[config.mk]
export PLATFORM = sky130hd
export DESIGN_NAME = adder_bsr_out
export DESIGN_NICKNAME = d
export VERILOG_FILES = /design/src/rtl/adder_bsr_out.sv
export SDC_FILE = /design/constraint.sdc
export NUM_CORES = 1
export LEC_CHECK = 0
export BUFFER_PORTS_ARGS = -buffer_cell sky130_fd_sc_hd__buf_2
export CORE_MARGIN = 8
export CORE_UTILIZATION = 42
export DETAILED_ROUTE_END_ITERATION = 12
export PLACE_DENSITY = 0.78
export SLEW_MARGIN = 20
export SYNTH_ARGS = -nofsm -noshare
export SYNTH_HDL_FRONTEND = slang
export SYNTH_SLANG_ARGS = --single-unit
[constraint.sdc]
create_clock -name i_clk -period 1.4 [get_ports i_clk]
set_input_delay 0.28 -clock i_clk [delete_from_list [all_inputs] [get_ports i_clk]]
set_output_delay 0.28 -clock i_clk [all_outputs]
set_load 0.01 [all_outputs]
[src/rtl/adder_bsr_out.sv]
// Output-side boundary-scan register for the N-bit adder.
// Captures {overflow, sum} into a serial chain, shifts it out on o_tdo
// (cell 0 = sum[0] at the tdo end), latches the chain on update and, in
// EXTEST, drives the latched values onto the observed pins. A saturating
// shift counter lets update report whether a full-length scan happened.
module adder_bsr_out #(
  parameter int BIT_WIDTH = 4
) (
  input  logic                 i_clk,
  input  logic                 i_rst,
  input  logic [BIT_WIDTH-1:0] i_sys_sum,
  input  logic                 i_sys_overflow,
  input  logic                 i_bsr_select,
  input  logic                 i_extest,
  input  logic                 i_capture_dr,
  input  logic                 i_shift_dr,
  input  logic                 i_update_dr,
  input  logic                 i_tdi,
  output logic                 o_tdo,
  output logic [BIT_WIDTH-1:0] o_pin_sum,
  output logic                 o_pin_overflow,
  output logic [7:0]           o_shift_count,
  output logic                 o_scan_ok
);

  localparam int         L       = BIT_WIDTH + 1;
  localparam logic [7:0] L_COUNT = 8'(L);
  localparam logic [7:0] CNT_MAX = 8'hFF;

  typedef enum logic [1:0] {
    ST_IDLE     = 2'd0,
    ST_CAPTURED = 2'd1,
    ST_SHIFTING = 2'd2
  } state_t;

  state_t         r_state;
  state_t         w_state_nxt;
  logic [L-1:0]   r_shift;
  logic [L-1:0]   r_upd;
  logic [7:0]     r_count;
  logic           r_scan_ok;

  logic           w_do_capture;
  logic           w_do_shift;
  logic           w_do_update;
  logic           w_full_scan;
  logic [L-1:0]   w_pins;

  // Decode TAP controls: ignored unless selected; capture > shift > update.
  always_comb begin
    w_do_capture = 1'b0;
    w_do_shift   = 1'b0;
    w_do_update  = 1'b0;
    if (i_bsr_select) begin
      w_do_capture = i_capture_dr;
      w_do_shift   = i_shift_dr & ~i_capture_dr;
      w_do_update  = i_update_dr & ~i_capture_dr & ~i_shift_dr;
    end else begin
      w_do_capture = 1'b0;
      w_do_shift   = 1'b0;
      w_do_update  = 1'b0;
    end
  end

  // Scan-state register.
  always_ff @(posedge i_clk) begin
    if (i_rst) begin
      r_state <= ST_IDLE;
    end else begin
      r_state <= w_state_nxt;
    end
  end

  // Next-state logic: capture -> CAPTURED, shift -> SHIFTING, update -> IDLE, else hold.
  always_comb begin
    w_state_nxt = r_state;
    if (w_do_capture) begin
      w_state_nxt = ST_CAPTURED;
    end else if (w_do_shift) begin
      w_state_nxt = ST_SHIFTING;
    end else if (w_do_update) begin
      w_state_nxt = ST_IDLE;
    end else begin
      w_state_nxt = r_state;
    end
  end

  // FSM-derived output: an update only counts as a full scan after exactly L shifts.
  always_comb begin
    w_full_scan = 1'b0;
    case (r_state)
      ST_SHIFTING: w_full_scan = (r_count == L_COUNT);
      ST_IDLE:     w_full_scan = 1'b0;
      ST_CAPTURED: w_full_scan = 1'b0;
      default:     w_full_scan = 1'b0;
    endcase
  end

  // Scan chain, update latch, shift counter and scan-ok flag.
  always_ff @(posedge i_clk) begin
    if (i_rst) begin
      r_shift   <= '0;
      r_upd     <= '0;
      r_count   <= 8'd0;
      r_scan_ok <= 1'b0;
    end else if (w_do_capture) begin
      r_shift <= {i_sys_overflow, i_sys_sum};
      r_count <= 8'd0;
    end else if (w_do_shift) begin
      r_shift <= {i_tdi, r_shift[L-1:1]};
      if (r_count != CNT_MAX) begin
        r_count <= r_count + 8'd1;
      end
    end else if (w_do_update) begin
      r_upd     <= r_shift;
      r_scan_ok <= w_full_scan;
    end
  end

  // Pin mux: system pass-through normally, update latch in EXTEST.
  always_comb begin
    w_pins = '0;
    if (i_extest) begin
      w_pins = r_upd;
    end else begin
      w_pins = {i_sys_overflow, i_sys_sum};
    end
  end

  assign o_tdo          = r_shift[0];
  assign o_pin_sum      = w_pins[BIT_WIDTH-1:0];
  assign o_pin_overflow = w_pins[L-1];
  assign o_shift_count  = r_count;
  assign o_scan_ok      = r_scan_ok;

endmodule

## After elaboration in Yosys (flattened, before gate mapping)

Cells that the tools add are included.

| word-level totals | value |
|---|---|
| bits in registers | 21 |
| latch bits | 0 |
| RAM bits | 0 |
| memory bits (read-only) | 0 |
| input bits | 13 |
| output and inout port bits | 15 |
| memories | 0 |

| cells by class | value |
|---|---|
| add/subtract/negate cells | 1 |
| multiply operators | 0 |
| divide/modulo/power cells | 0 |
| $lt $le $gt $ge | 0 |
| equality and inequality tests | 3 |
| shift operators | 0 |
| mux-type cells | 10 |
| bitwise logic cells | 7 |
| reductions and logical operators | 6 |

Operator list:

| kind | count |
|---|---|
| 5-bit 2-to-1 mux | 3 |
| 8-bit by 1-bit adder with 8-bit output (second input constant) | 1 |
| 8-bit by 3-bit == test with 1-bit output (second input constant) | 1 |
| 8-bit inequality test (second input constant) | 1 |
| 1-bit 2-to-1 mux | 5 |
| 2-bit 2-to-1 mux | 2 |
| 1-bit NOT | 4 |
| 2-bit nonzero test | 2 |
| 1-bit AND | 3 |
| 3-bit AND reduction | 1 |
| 3-bit nonzero test | 1 |
| 2-bit == test (second input constant) | 1 |
| 2-bit AND reduction | 1 |
| 2-bit OR reduction | 1 |

## Longest topological paths before layout

| logic depth | value |
|---|---|
| word-level depth | 7 |
| depth in mapped cells | 5 |
| gate-level depth less buffers | 5 |

## Worst setup path before layout

No wires, ideal clock.

| timing | value |
|---|---|
| path kind | flip-flop to flip-flop |
| start | register r_count[0], in the netlist o_shift_count[0] |
| end | register r_count[4], in the netlist o_shift_count[4] |
| setup time | 116 ps |
| data arrival time | 1,341 ps |
| path slack | -58 ps |
| cell stages (with the launch flop) | 6 |
| buffers on the path | 0 |
| cells stage by stage | dfxtp_1 ha_1 nand2_1 a211oi_1 a21oi_1 a31o_2 |

| between the ends | value |
|---|---|
| cells in the longest elaborated chain, start to end | 2 |
| elaborated cells on any way between the ends | 3 |

RTL lines:

| element | RTL line | text |
|---|---|---|
| start, declared | 40 | `logic [7:0] r_count;` |
| start signal, assigned | 112 | `r_count <= r_count + 8'd1;` |
| parallel branches: the longest is 2 deep, another holds 8-bit by 1-bit adder with 8-bit output | - |  |

Several ways; the timed one is not identified.
A chain may end at the register's enable or synchronous reset.

## Worst setup path after layout

| timing | value |
|---|---|
| start | register r_count[0], in the netlist o_shift_count[0] |
| end | register r_count[1], in the netlist o_shift_count[1] |

The elaborated chain is that of the path after synthesis.

==> flow_summary.json <==
{
  "die_w_um": 65.1,
  "crit_type": "flop to flop",
  "startpoint_type": "flop",
  "grt_antenna_before_repair": 0,
  "post_cts.repair.setup_buffers": 0,
  "postCtsHoldBufs": 0,
  "row_count": 17,
  "dpl_cell_area_um2": 1240,
  "layout_commonest_cell": "buf_2",
  "cts_tree": "yes",
  "clockBufferDepth": 2,
  "route.antenna.remaining_nets": 0,
  "wl_um": 2640,
  "powerDensity_nw_per_um2": 833,
  "worstSetupEndpointType": "flop",
  "syn2layout_area_growth_pct": 25.8,
  "synth_cells": 112,
  "synth_edf_count": 0,
  "setup_violations": 0,
  "fmax_mhz": 746,
  "clockRootBuffer": "clkbuf_4",
  "hp-class": "input port to flop",
  "design.core.area_um2": 2250,
  "vias": 1001,
  "critPathMaxFanout": 5,
  "grt_pass1_wl_um": 4450,
  "first_pass_iters": 4,
  "routabilityCongestion": 0.827,
  "max_slew_margin": 0.799,
  "critical_path_required_ns": 1.63,
  "yosysUniqueCellTypes": 35,
  "gr-usage-all-layers": 0.128,
  "leakagePower_uw": 0.000544,
  "min_to": "r_state[0]$_SDFFE_PP0P_",
  "grt_pass1_vias": 1011,
  "async_flop_share": 0,
  "syn_nets": 127,
  "synth_ff_type": "dfxtp_1",
  "nNetsFinal": 165,
  "power.total_uw": 1060,
  "grt_max_degree": 13,
  "port_buffers": 27,
  "r2r_slack_ns": 0.06,
  "cts.sinks": 21,
  "worstMarginPinSlew_ns": 0.297,
  "report.final.hold_viol_count": 0,
  "start_util": 0.449,
  "postSynthAreaPerCell_um2": 9.04,
  "setup_tns_ns": 0,
  "diodes": 0,
  "numCtsBuffers": 3,
  "rr_endpoint": "o_shift_count[1]$_SDFFE_PP0P_",
  "drive_gt1_frac": 0.396,
  "status": "complete, no violations",
  "final_cell_mix": "buf_2, dfxtp_1, nor2_1",
  "period_minus_slack_ns": 1.34,
  "min_from": "i_rst",
  "peakVddDrop_mv": 0.666,
  "viasPerCell": 5.66,
  "ctsHtreeMaxLevel": 1,
  "syn_area_um2": 1010,
  "ys_seq_elements": 21,
  "rr_startpoint": "o_shift_count[0]$_SDFFE_PP0P_",
  "die_y_um": 65.1,
  "pin_count": 28,
  "clk_pin_slew_worst_paths_ns": 0.12,
  "cp.arrival_ns": 1.57,
  "r2r_cells": 4,
  "fin_crit_sh": 0.957,
  "ys_seq_area_frac": 0.415,
  "drv_cap": 0,
  "dieArea_um2": 4240,
  "drc_errors": 0,
  "dp_hpwl_um": 2040,
  "holdPathStages": 2,
  "final_area_um2": 1270,
  "clk_latency_ns": 0.31,
  "fin_worst_skew_ns": 0.00152,
  "drt_iter0_drc": 45,
  "grt_overflow_total": 0,
  "slew_viol_final": 0,
  "yosysWarnings": 0,
  "wl_per_cell_um": 14.9
}
==> worst max path at each step <==
| stage | start | cells after the start | endpoint | slack (ns) |
|---|---|---|---|---|
| final | o_shift_count[0]$_SDFFE_PP0P_ | 4 | o_shift_count[1]$_SDFFE_PP0P_ | 0.06 |
| after CTS | o_shift_count[1]$_SDFFE_PP0P_ | 4 | o_shift_count[1]$_SDFFE_PP0P_ | 0.005 |
| after global placement | i_capture_dr | 5 | o_shift_count[5]$_SDFFE_PP0P_ | 0.04 |
| after detailed placement | i_capture_dr | 5 | o_shift_count[5]$_SDFFE_PP0P_ | -0.02 |
| after floorplan | o_shift_count[0]$_SDFFE_PP0P_ | 5 | o_shift_count[4]$_SDFFE_PP0P_ | 0.01 |
| after global routing | o_shift_count[0]$_SDFFE_PP0P_ | 4 | o_shift_count[1]$_SDFFE_PP0P_ | -0.006 |
==> cells in the mapped netlist, drive strengths merged (3+ instances only) <==
master,number,area [um2]
a311oi,5,43.8
mux2,5,56.3
o21ai,3,15.0
nor3,4,20.0
nor2,14,52.6
buf,3,22.5
nand2,15,63.8
dfxtp,21,420
a21oi,8,40.0
mux2i,5,50.1
==> area by class of cell <==
cell class,count,area [um2]
fillers,221,981
multi-input cells,84,562
flip-flops and latches,21,424
repair buffers,38,218
well taps,28,35.0
clock buffers,3,22.5
inverters,2,7.51
clock inverters,1,5.00
==> per-stage QoR <==
step / util / instances / setup slack [ns] / hold slack (ns)
floorplan: - / 112 / 0.0124 / 0.352
global placement: 0.550 / 173 / 0.0439 / 0.442
detailed placement: 0.550 / 173 / -0.0150 / 0.465
CTS: 0.563 / 177 / 0.00475 / 0.183
global route: 0.565 / 177 / -0.00647 / 0.183
finish: 0.565 / 177 / 0.0599 / 0.192
==> critical path: stages, from the launching register on <==
cell      delay [ns]
dfxtp_2         0.37
ha_1            0.18
nand2_2         0.11
o31a_2          0.37
a211oi_1        0.23
==> sequential cells by signal, summed over array words and instances (netlist names) <==
signal and cells:
o_shift_count 8, r_state 2, r_upd 5, r_shift 5, o_scan_ok 1
==> timing repair <==
action | CTS | global route
gates resized for setup | 1 | 4
endpoints found under the setup margin | 1 | 6
pin swaps | 0 | 1
cloned | 0 | 0
==> report_power, final <==
group          internal, uW  switching [uW]  leakage (uW)
Sequential              614            11.8      0.000172
Clock                   107             193     0.0000177
Combinational          63.3            71.5      0.000355
Total                   784             276      0.000544
==> cell families (layout without fill, tap and decap cells) <==
| family | count (synthesis) | after routing | synth area share |
|---|---|---|---|
| and+or+nand+nor | 47 | 47 | 0.246 |
| AOI/OAI and AO/OA | 24 | 24 | 0.163 |
| DFF | 21 | 21 | 0.415 |
| muxes | 10 | 10 | 0.105 |
| buffers and inverters | 7 | 44 | 0.0371 |
| adders and majority gates | 2 | 2 | 0.0247 |
| xor gates and xnor gates | 1 | 1 | 0.00865 |
==> metal layers <==
| layer | share of wire | vias up | GRT usage |
|---|---|---|---|
| li1 | - | 487 | - |
| met1 | 0.40 | 472 | 0.137 |
| met2 | 0.50 | 36 | 0.229 |
| met3 | 0.089 | 6 | 0.0593 |
| met4 | 0.010 | 0 | 0.0245 |
| met5 | 0 | - | 0 |
Power figures use the tool's default switching activity.
